$ cat src/rtl/seg7_pkg.sv
// Shared 7-segment definitions: glyph table (active-low {g,f,e,d,c,b,a}) used by
// both the display driver's encoder and the scan decoder, plus anode helpers.
package seg7_pkg;

  localparam int NUM_DIGITS = 4;

  localparam logic [6:0] GLYPH_0     = 7'b1000000;
  localparam logic [6:0] GLYPH_1     = 7'b1111001;
  localparam logic [6:0] GLYPH_2     = 7'b0100100;
  localparam logic [6:0] GLYPH_3     = 7'b0110000;
  localparam logic [6:0] GLYPH_4     = 7'b0011001;
  localparam logic [6:0] GLYPH_5     = 7'b0010010;
  localparam logic [6:0] GLYPH_6     = 7'b0000010;
  localparam logic [6:0] GLYPH_7     = 7'b1111000;
  localparam logic [6:0] GLYPH_8     = 7'b0000000;
  localparam logic [6:0] GLYPH_9     = 7'b0010000;
  localparam logic [6:0] GLYPH_A     = 7'b0001000;
  localparam logic [6:0] GLYPH_B     = 7'b0000011;
  localparam logic [6:0] GLYPH_C     = 7'b1000110;
  localparam logic [6:0] GLYPH_D     = 7'b0100001;
  localparam logic [6:0] GLYPH_E     = 7'b0000110;
  localparam logic [6:0] GLYPH_F     = 7'b0001110;
  localparam logic [6:0] GLYPH_BLANK = 7'b1111111;

  typedef enum logic [1:0] {
    AN_BLANK,
    AN_ONE,
    AN_MULTI
  } an_class_e;

  // Active-low anode vector: no digit, exactly one digit, or a driver fault.
  function automatic an_class_e classify_an(input logic [NUM_DIGITS-1:0] an_n);
    int unsigned lows;
    lows = 0;
    for (int i = 0; i < NUM_DIGITS; i++) begin
      if (!an_n[i]) lows++;
    end
    if (lows == 0) return AN_BLANK;
    if (lows == 1) return AN_ONE;
    return AN_MULTI;
  endfunction

  function automatic logic [6:0] glyph_of(input logic [3:0] nibble);
    case (nibble)
      4'h0: return GLYPH_0;
      4'h1: return GLYPH_1;
      4'h2: return GLYPH_2;
      4'h3: return GLYPH_3;
      4'h4: return GLYPH_4;
      4'h5: return GLYPH_5;
      4'h6: return GLYPH_6;
      4'h7: return GLYPH_7;
      4'h8: return GLYPH_8;
      4'h9: return GLYPH_9;
      4'hA: return GLYPH_A;
      4'hB: return GLYPH_B;
      4'hC: return GLYPH_C;
      4'hD: return GLYPH_D;
      4'hE: return GLYPH_E;
      default: return GLYPH_F;
    endcase
  endfunction

endpackage

$ cat src/rtl/seg7_glyph_decode.sv
// Combinational inverse of the glyph table: segment pattern -> hex nibble.
// Unknown patterns (including blank) flag bad and return nibble 0.
module seg7_glyph_decode
  import seg7_pkg::*;
(
  input  logic [6:0] seg_i,
  output logic [3:0] nibble_o,
  output logic       bad_o
);

  always_comb begin
    nibble_o = 4'h0;
    bad_o    = 1'b0;
    case (seg_i)
      GLYPH_0: nibble_o = 4'h0;
      GLYPH_1: nibble_o = 4'h1;
      GLYPH_2: nibble_o = 4'h2;
      GLYPH_3: nibble_o = 4'h3;
      GLYPH_4: nibble_o = 4'h4;
      GLYPH_5: nibble_o = 4'h5;
      GLYPH_6: nibble_o = 4'h6;
      GLYPH_7: nibble_o = 4'h7;
      GLYPH_8: nibble_o = 4'h8;
      GLYPH_9: nibble_o = 4'h9;
      GLYPH_A: nibble_o = 4'hA;
      GLYPH_B: nibble_o = 4'hB;
      GLYPH_C: nibble_o = 4'hC;
      GLYPH_D: nibble_o = 4'hD;
      GLYPH_E: nibble_o = 4'hE;
      GLYPH_F: nibble_o = 4'hF;
      default: bad_o    = 1'b1;
    endcase
  end

endmodule

$ cat src/rtl/seg7_scan_decoder.sv
// Monitors a multiplexed 7-segment bus and rebuilds the displayed 16-bit value,
// one frame per complete 4-digit scan, with glyph/anode/stall error reporting.
module seg7_scan_decoder
  import seg7_pkg::*;
#(
  parameter int SETTLE_CYCLES  = 16,
  parameter int TIMEOUT_CYCLES = 2**20,
  parameter int CNT_BITS       = 21
) (
  input  logic                    clk,
  input  logic                    reset_n,
  input  logic [6:0]              seg,
  input  logic [NUM_DIGITS-1:0]   an,
  input  logic                    dp,
  output logic [4*NUM_DIGITS-1:0] value,
  output logic [NUM_DIGITS-1:0]   dp_mask,
  output logic                    frame_valid,
  output logic                    frame_err,
  output logic                    anode_err,
  output logic                    stalled
);

  localparam int SMP_W = NUM_DIGITS + 7 + 1;
  localparam logic [CNT_BITS-1:0] SETTLE_MAX = CNT_BITS'(SETTLE_CYCLES);
  localparam logic [CNT_BITS-1:0] SETTLE_HIT = CNT_BITS'(SETTLE_CYCLES - 1);
  localparam logic [CNT_BITS-1:0] TMO_MAX    = CNT_BITS'(TIMEOUT_CYCLES);
  localparam logic [CNT_BITS-1:0] TMO_HIT    = CNT_BITS'(TIMEOUT_CYCLES - 1);

  logic [SMP_W-1:0]        sync1_q, sync2_q, prev_q;
  logic [CNT_BITS-1:0]     stab_q, stab_d, tmo_q, tmo_d;
  logic [NUM_DIGITS-1:0]   seen_q, seen_d;
  logic [NUM_DIGITS-1:0]   dp_slot_q, dp_slot_d, bad_slot_q, bad_slot_d;
  logic [4*NUM_DIGITS-1:0] nib_slot_q, nib_slot_d;
  logic                    complete_q, complete_d;
  logic [4*NUM_DIGITS-1:0] value_q, value_d;
  logic [NUM_DIGITS-1:0]   dp_mask_q, dp_mask_d;
  logic                    frame_valid_q, frame_valid_d;
  logic                    frame_err_q, frame_err_d;
  logic                    anode_err_q, anode_err_d;
  logic                    stalled_q, stalled_d;

  logic [NUM_DIGITS-1:0]   smp_an, sel, seen_acc;
  logic [6:0]              smp_seg;
  logic                    smp_dp;
  logic [3:0]              dec_nib;
  logic                    dec_bad;
  logic                    match, accept, acc_one, acc_multi, completes, timeout_hit;
  an_class_e               an_cls;

  assign smp_an  = prev_q[SMP_W-1 -: NUM_DIGITS];
  assign smp_seg = prev_q[7:1];
  assign smp_dp  = prev_q[0];

  seg7_glyph_decode u_glyph (
    .seg_i    (smp_seg),
    .nibble_o (dec_nib),
    .bad_o    (dec_bad)
  );

  always_comb begin
    match  = (sync2_q == prev_q);
    stab_d = '0;
    if (match) stab_d = (stab_q == SETTLE_MAX) ? stab_q : stab_q + 1'b1;
    // One accept per dwell: only the cycle the counter crosses into saturation.
    accept    = match && (stab_q == SETTLE_HIT);
    an_cls    = classify_an(smp_an);
    acc_one   = accept && (an_cls == AN_ONE);
    acc_multi = accept && (an_cls == AN_MULTI);
    sel       = ~smp_an;
    seen_acc  = seen_q | sel;
    completes = acc_one && (&seen_acc);
    timeout_hit = !complete_q && !completes && (tmo_q == TMO_HIT);

    nib_slot_d = nib_slot_q;
    dp_slot_d  = dp_slot_q;
    bad_slot_d = bad_slot_q;
    for (int i = 0; i < NUM_DIGITS; i++) begin
      if (acc_one && sel[i]) begin
        nib_slot_d[4*i +: 4] = dec_nib;
        dp_slot_d[i]         = ~smp_dp;
        bad_slot_d[i]        = dec_bad;
      end
    end

    seen_d = seen_q;
    if (completes)                      seen_d = seen_acc;
    else if (complete_q || timeout_hit) seen_d = acc_one ? sel : '0;
    else if (acc_one)                   seen_d = seen_acc;

    complete_d = completes;

    tmo_d = tmo_q;
    if (complete_q)          tmo_d = '0;
    else if (timeout_hit)    tmo_d = TMO_MAX;
    else if (tmo_q < TMO_HIT) tmo_d = tmo_q + 1'b1;

    stalled_d = stalled_q;
    if (complete_q)       stalled_d = 1'b0;
    else if (timeout_hit) stalled_d = 1'b1;

    anode_err_d   = anode_err_q | acc_multi;
    frame_valid_d = complete_q;
    value_d       = value_q;
    dp_mask_d     = dp_mask_q;
    frame_err_d   = frame_err_q;
    // Slots were written on the completing accept; publish them one cycle later.
    if (complete_q) begin
      value_d     = nib_slot_q;
      dp_mask_d   = dp_slot_q;
      frame_err_d = |bad_slot_q;
    end
  end

  always_ff @(posedge clk or negedge reset_n) begin
    if (!reset_n) begin
      sync1_q       <= '1;
      sync2_q       <= '1;
      prev_q        <= '1;
      stab_q        <= '0;
      tmo_q         <= '0;
      seen_q        <= '0;
      complete_q    <= 1'b0;
      value_q       <= '0;
      dp_mask_q     <= '0;
      frame_valid_q <= 1'b0;
      frame_err_q   <= 1'b0;
      anode_err_q   <= 1'b0;
      stalled_q     <= 1'b0;
    end else begin
      sync1_q       <= {an, seg, dp};
      sync2_q       <= sync1_q;
      prev_q        <= sync2_q;
      stab_q        <= stab_d;
      tmo_q         <= tmo_d;
      seen_q        <= seen_d;
      complete_q    <= complete_d;
      value_q       <= value_d;
      dp_mask_q     <= dp_mask_d;
      frame_valid_q <= frame_valid_d;
      frame_err_q   <= frame_err_d;
      anode_err_q   <= anode_err_d;
      stalled_q     <= stalled_d;
    end
  end

  // Slot contents are only meaningful under the seen mask, so they carry no reset.
  always_ff @(posedge clk) begin
    nib_slot_q <= nib_slot_d;
    dp_slot_q  <= dp_slot_d;
    bad_slot_q <= bad_slot_d;
  end

  assign value       = value_q;
  assign dp_mask     = dp_mask_q;
  assign frame_valid = frame_valid_q;
  assign frame_err   = frame_err_q;
  assign anode_err   = anode_err_q;
  assign stalled     = stalled_q;

endmodule

$ cat config.mk
export PLATFORM = sky130hd
export DESIGN_NAME = seg7_scan_decoder
export DESIGN_NICKNAME = d
export VERILOG_FILES = /design/src/rtl/seg7_pkg.sv /design/src/rtl/seg7_glyph_decode.sv /design/src/rtl/seg7_scan_decoder.sv
export SDC_FILE = /design/constraint.sdc
export NUM_CORES = 1
export LEC_CHECK = 0
export BUFFER_PORTS_ARGS = -buffer_cell sky130_fd_sc_hd__buf_2
export CORE_MARGIN = 2
export CORE_UTILIZATION = 35
export DETAILED_ROUTE_END_ITERATION = 10
export PLACE_DENSITY_LB_ADDON = 0.3
export SETUP_SLACK_MARGIN = 0.05
export SYNTH_ARGS = -nofsm -noshare
export SYNTH_HDL_FRONTEND = slang
export SYNTH_HIERARCHICAL = 1
export SYNTH_SLANG_ARGS = --single-unit
$ cat constraint.sdc
create_clock -name clk -period 7.46 [get_ports clk]
set_input_delay 2.238 -clock clk [delete_from_list [all_inputs] [get_ports clk]]
set_output_delay 2.238 -clock clk [all_outputs]
set_load 0.02 [all_outputs]
==> impl_metrics.ini, run 1 <==
[worst_setup_path]
endpoint = nib_slot_q[5]
path_buf_inv = 1
cp_slowest_cell = dfstp_2
critPathArrivalTime_ns = 3.41
timing.rr.end = nib_slot_q[5]
startpoint = prev_q[8]
crit_path_frequent_cell = ha_1
cp-start-kind = flop
worstPathRequired_ns = 7.51
worstSetupPathDepth = 9
cp_cell_sequence = inv_1 -> ha_1 -> xnor2_1 -> ha_1 -> nor2b_1 -> mux2i_1 -> o31ai_2 -> nand3b_1 -> nor2_1
cp_slowest_stage_delay_ns = 0.57
crit_path_max_fanout = 6
critical_path_class = reg -> reg
path_delay_family = simple AND/OR/NAND/NOR gates
end_kind = flop
reg2reg_from = prev_q[8]
reg2reg_slack_ns = 4.10
worst-r2r-cell-count = 9

[floorplan]
core_mm2 = 0.0166
die_w_um = 134
fp-row-count = 47
dieHeight_um = 134
initial_core_util_pct = 35.7
num_io_pins = 38
dieArea_mm2 = 0.0180

[global_route]
grt_max_degree = 71
grt_pass1_vias = 3690
grt_antenna_before_repair = 0
grt-ovfl-total = 0
grt_pass1_wl_mm = 18.5
grt_usage_pct = 12.9

[clocking]
clock_sinks = 131
clk_path_buf_depth = 2
root_buffer = clkbuf_16
clkTransAtPathRegs_ns = 0.06
cts_setup_buffers = 0
cts_buffers = 17
cts_resized = 0
cts_tree = built
clock_latency_ns = 0.42
cts_max_level = 4
cts-hold-fix-buffers = 0

[sta]
hold_viol = 0
min_period_over_period_pct = 45.0
fin_crit_ns = 3.36
clock_skew_ns = 0.0101
relSlewSlack_pct = 30.3
hold-worst-slack_ns = 0.354
rsz0062_at_grt = false
slew_viol_final = 0
tightest_slew_ns = 1.04
timing.fmax_mhz = 298
fin_setup_tns_ns = 0
finalSetupViolCount = 0

[drt]
first_iter_violations = 314
vias_per_cell = 5.02
drt_first_pass_iters = 4
wire_per_inst_um = 14.2
ant_nets = 0
vias = 3767
totalWireLength_mm = 10.7
drc = 0

[layout]
n_antenna_cell = 0
nNetsFinal = 538
final_area_mm2 = 0.00681
syn_to_final_growth_pct = 14.9
utilization_pct = 41.1
final_common_cell = dfrtp_1
fillerInstances = 1575
drive_gt1_share_pct = 27.9
final_cell_mix = 71 x dfrtp_1, 36 x buf_2, 36 x dfstp_2

[yosys]
synthesis.area_mm2 = 0.00593
ys.flop_type = dfrtp_1
async_flop_share_pct = 81.7
synth_area_per_cell_um2 = 12.3
netlist_instances = 482
synth_edf_count = 24
synthesis.nets = 502
yosys.cell_types.count = 68
ys_seq_area_share_pct = 58.1
ys_warn_count = 6
ys_ff_latch = 131

[job]
maxCapViolCount = 0

[worst_hold_path]
hold_class = reg -> reg

[power_and_ir_drop]
p_leak_nw = 2.73
ir_drop_uv = 150
powerDensity_mw_per_mm2 = 226

[place]
gp_congestion = 0.826
io_buffers = 37
hpwlAfterDp_mm = 7.06
place_area_mm2 = 0.00628

[outcome]
outcome = finished, final reports clean
[how the worst min path moves through the flow]
stage	start	end	depth (start not counted)
2_1_floorplan	sync1_q[0]	sync2_q[0]	0
3_3_place_gp	sync1_q[5]	sync2_q[5]	0
3_5_place_dp	sync1_q[3]	sync2_q[3]	0
4_1_cts	sync1_q[7]	sync2_q[7]	0
5_1_grt	sync1_q[1]	sync2_q[1]	0
6_report	sync1_q[7]	sync2_q[7]	0
[cells in the mapped netlist (4+ instances only)]
cell type | number | area [µm²]
ha_1 | 6 | 75.1
xor2_1 | 25 | 219
nand2_1 | 26 | 97.6
o211ai_1 | 6 | 45.0
xnor2_1 | 19 | 166
nand4_1 | 6 | 37.5
mux2i_1 | 6 | 60.1
inv_1 | 19 | 71.3
clkbuf_1 | 9 | 33.8
a211oi_1 | 20 | 150
edfxtp_1 | 24 | 721
dfrtp_1 | 71 | 1780
and2_1 | 4 | 25.0
nor2b_1 | 4 | 25.0
o221ai_1 | 4 | 35.0
buf_2 | 7 | 35.0
nand3b_1 | 4 | 30.0
nor4_1 | 12 | 75.1
o21ai_0 | 8 | 40.0
nor2_1 | 33 | 124
or3_1 | 8 | 50.1
dfstp_2 | 36 | 946
nand3_1 | 12 | 60.1
nor3_1 | 14 | 70.1
mux2_2 | 20 | 225
a21oi_1 | 10 | 50.1
nor3b_1 | 4 | 30.0
[area by class of cell]
type,instances,area (µm²),share of cell area (%)
clock inverters,15,105,1.54
multi-input cells,309,2280,33.5
flip-flops and latches,131,3440,50.6
inverters,19,71.3,1.05
clock buffers,17,425,6.25
well taps,220,275,4.04
repair buffers,40,210,3.09
[worst register-to-register path, stage by stage, from the launching register on]
cell and delay [ns]:
dfstp_2 0.57, inv_1 0.07, ha_1 0.33, xnor2_1 0.35, ha_1 0.31, nor2b_1 0.12
mux2i_1 0.12, o31ai_2 0.42, nand3b_1 0.22, nor2_1 0.49
[metrics by stage]
stage	worst slack, ns	cells	power, mW
6_report	4.10	751	1.54
5_1_grt	3.84	751	1.60
4_1_cts	4.06	751	1.56
3_5_place_dp	3.98	719	0.817
3_3_place_gp	4.01	719	0.816
2_1_floorplan	4.49	482	0.795
[registers in the layout, summed over array words and instances (netlist names), 4 cells and up]
signal and flops:
seen_q 4, dp_mask 4, bad_slot_q 4, sync1_q 12, tmo_q 21, value 16, prev_q 12, nib_slot_q 16
sync2_q 12, stab_q 21, dp_slot_q 4
[cell families (layout without fill, tap and decap cells)]
group | Yosys count | count (layout) | synth area share (%)
buffers and inverters | 42 | 91 | 3.44
AND/OR/NAND/NOR | 160 | 160 | 16.6
XOR/XNOR | 44 | 44 | 6.50
flip-flops | 131 | 131 | 58.1
adder cells (fa/ha/maj) | 6 | 6 | 1.27
AO/OA/AOI/OAI | 73 | 73 | 9.25
multiplexers | 26 | 26 | 4.81
[power breakdown]
group	internal (mW)	switching (mW)	total (mW)
sequential	0.747	0.0134	0.760
clock	0.425	0.313	0.738
combinational	0.0155	0.0284	0.0439
[metal layers]
| layer | GRT usage [%] | vias up | part of all wire (%) |
|---|---|---|---|
| li1 | - | 1836 | - |
| met1 | 17.8 | 1856 | 49 |
| met2 | 19.1 | 65 | 45 |
| met3 | 4.23 | 10 | 4.2 |
| met4 | 4.39 | 0 | 1.0 |
| met5 | 0 | - | 0 |
Power figures use the tool's default switching activity.
==> inputs of run 2 (changes only) <==
==> constraint.sdc (replaced) <==
create_clock -name clk -period 3.1 [get_ports clk]
set_input_delay 0.93 -clock clk [delete_from_list [all_inputs] [get_ports clk]]
set_output_delay 0.93 -clock clk [all_outputs]
set_load 0.02 [all_outputs]
==> impl_metrics.ini, run 2 (same netlist as run 1, synthesis figures left out) <==
[layout]
drive_gt1_share_pct = 29.2
n_antenna_cell = 0
final_cell_mix = 71 x dfrtp_1, 36 x buf_2, 36 x dfstp_2
final_area_mm2 = 0.00696
final_common_cell = dfrtp_1
fillerInstances = 1559
syn_to_final_growth_pct = 17.4
top_regs = stab_q (21), tmo_q (21)
nNetsFinal = 548

[global_route]
grt_usage_pct = 13.6
grt_pass1_wl_mm = 19.5
grt_max_degree = 63
grt_pass1_vias = 3940
grt-ovfl-total = 0
grt_antenna_before_repair = 0

[drt]
first_iter_violations = 252
wire_per_inst_um = 14.6
drt_first_pass_iters = 4
vias_per_cell = 5.01
totalWireLength_mm = 11.1
vias = 3816
ant_nets = 0
drc = 0

[sta]
relSlewSlack_pct = 37.6
fin_crit_ns = 2.83
timing.fmax_mhz = 354
hold_viol = 0
rsz0062_at_grt = false
min_period_over_period_pct = 91.2
clock_skew_ns = 0.00485
tightest_slew_ns = 0.936
hold-worst-slack_ns = 0.352
finalSetupViolCount = 0
slew_viol_final = 0
fin_setup_tns_ns = 0

[floorplan]
die_w_um = 134
core_mm2 = 0.0166
dieHeight_um = 134
fp-row-count = 47
dieArea_mm2 = 0.0180
num_io_pins = 38
initial_core_util_pct = 35.7

[worst_setup_path]
critPathArrivalTime_ns = 3.13
worst-r2r-cell-count = 11
cp_slowest_stage_delay_ns = 0.58
reg2reg_from = prev_q[8]
startpoint = prev_q[8]
critical_path_class = reg -> reg
cp_slowest_cell = dfstp_2
worstPathRequired_ns = 3.41
end_kind = flop
cp-start-kind = flop
crit_path_max_fanout = 27
cp_cell_sequence = inv_1 -> ha_1 -> xnor2_2 -> ha_1 -> nor2_1 -> mux2i_1 -> o31ai_2 -> buf_4 -> nand4b_4 -> buf_4 -> a31o_2

[clocking]
clkTransAtPathRegs_ns = 0.06
cts-hold-fix-buffers = 0
cts_buffers = 17
clock_sinks = 131
clock_latency_ns = 0.42
cts_max_level = 4
cts_tree = built
root_buffer = clkbuf_16
clk_path_buf_depth = 2

[power_and_ir_drop]
p_leak_nw = 2.80
ir_drop_uv = 376
powerDensity_mw_per_mm2 = 554

[job]
maxCapViolCount = 0

[worst_hold_path]
hp-start = sync1_q[2]
hold_class = reg -> reg
hold_path_depth = 0

[place]
io_buffers = 37
hpwlAfterDp_mm = 7.58
place_area_mm2 = 0.00637
gp_congestion = 0.797

[outcome]
outcome = finished, final reports clean
==> run 2: worst paths after layout <==
| kind | slack [ns] | endpoint |
|---|---|---|
| worst min-delay path | 0.35 | sync2_q[2] |
| worst min register to register | 0.35 | sync2_q[2] |
| worst max register to register | 0.27 | stalled |
| min in group asynchronous | 0.59 | value[4] |
| worst max-delay path | 0.27 | stalled |
| max in group asynchronous | 1.80 | prev_q[9] |
==> run 2: layout make-up <==
| type | count | area [µm²] | share of cell area (%) |
|---|---|---|---|
| inverters | 19 | 71.3 | 1.02 |
| repair buffers | 50 | 310 | 4.46 |
| multi-input cells | 309 | 2290 | 32.9 |
| clock inverters | 12 | 125 | 1.80 |
| well taps | 220 | 275 | 3.96 |
| flip-flops and latches | 131 | 3440 | 49.5 |
| clock buffers | 20 | 447 | 6.42 |
==> run 2: stage by stage <==
stage                     utilization [%]  cells  power (mW)  setup slack [ns]
final                                42.0    761        3.85             0.274
after global routing                 42.0    761        4.01            0.0870
after CTS                            41.9    760        3.90            0.0898
after detailed placement             38.4    728        1.97             0.110
after global placement               38.4    728        1.97             0.219
after floorplan                         -    482        1.91             0.134
==> run 2: metal layers <==
| metal | global-route usage, % | share of wire, % | vias up |
|---|---|---|---|
| met5 | 0 | 0 | - |
| met4 | 6.26 | 1.7 | 0 |
| met3 | 3.67 | 3.3 | 14 |
| met2 | 21.0 | 47 | 55 |
| met1 | 18.0 | 48 | 1891 |
| li1 | - | - | 1856 |
==> run 2: repair_timing <==
action                                  in CTS  in global routing
buffers inserted                             0                  1
gates resized for setup                      0                  1
endpoints found under the setup margin       0                 50
==> run 2: power breakdown <==
group / internal, mW / switching [mW] / total, mW
Clock: 1.14 / 0.766 / 1.91
Combinational: 0.0458 / 0.0709 / 0.117
Sequential: 1.80 / 0.0323 / 1.83
Total: 2.98 / 0.869 / 3.85
==> run 2: worst max-delay path: cells and delay by family (launching register included) <==
| family | cells | cell delay, ns |
|---|---|---|
| fa+ha+maj | 2 | 0.67 |
| flops | 1 | 0.58 |
| buf+inv | 3 | 0.50 |
| compound gates | 2 | 0.45 |
| simple gates | 2 | 0.21 |
| xor+xnor | 1 | 0.17 |
| mux | 1 | 0.13 |
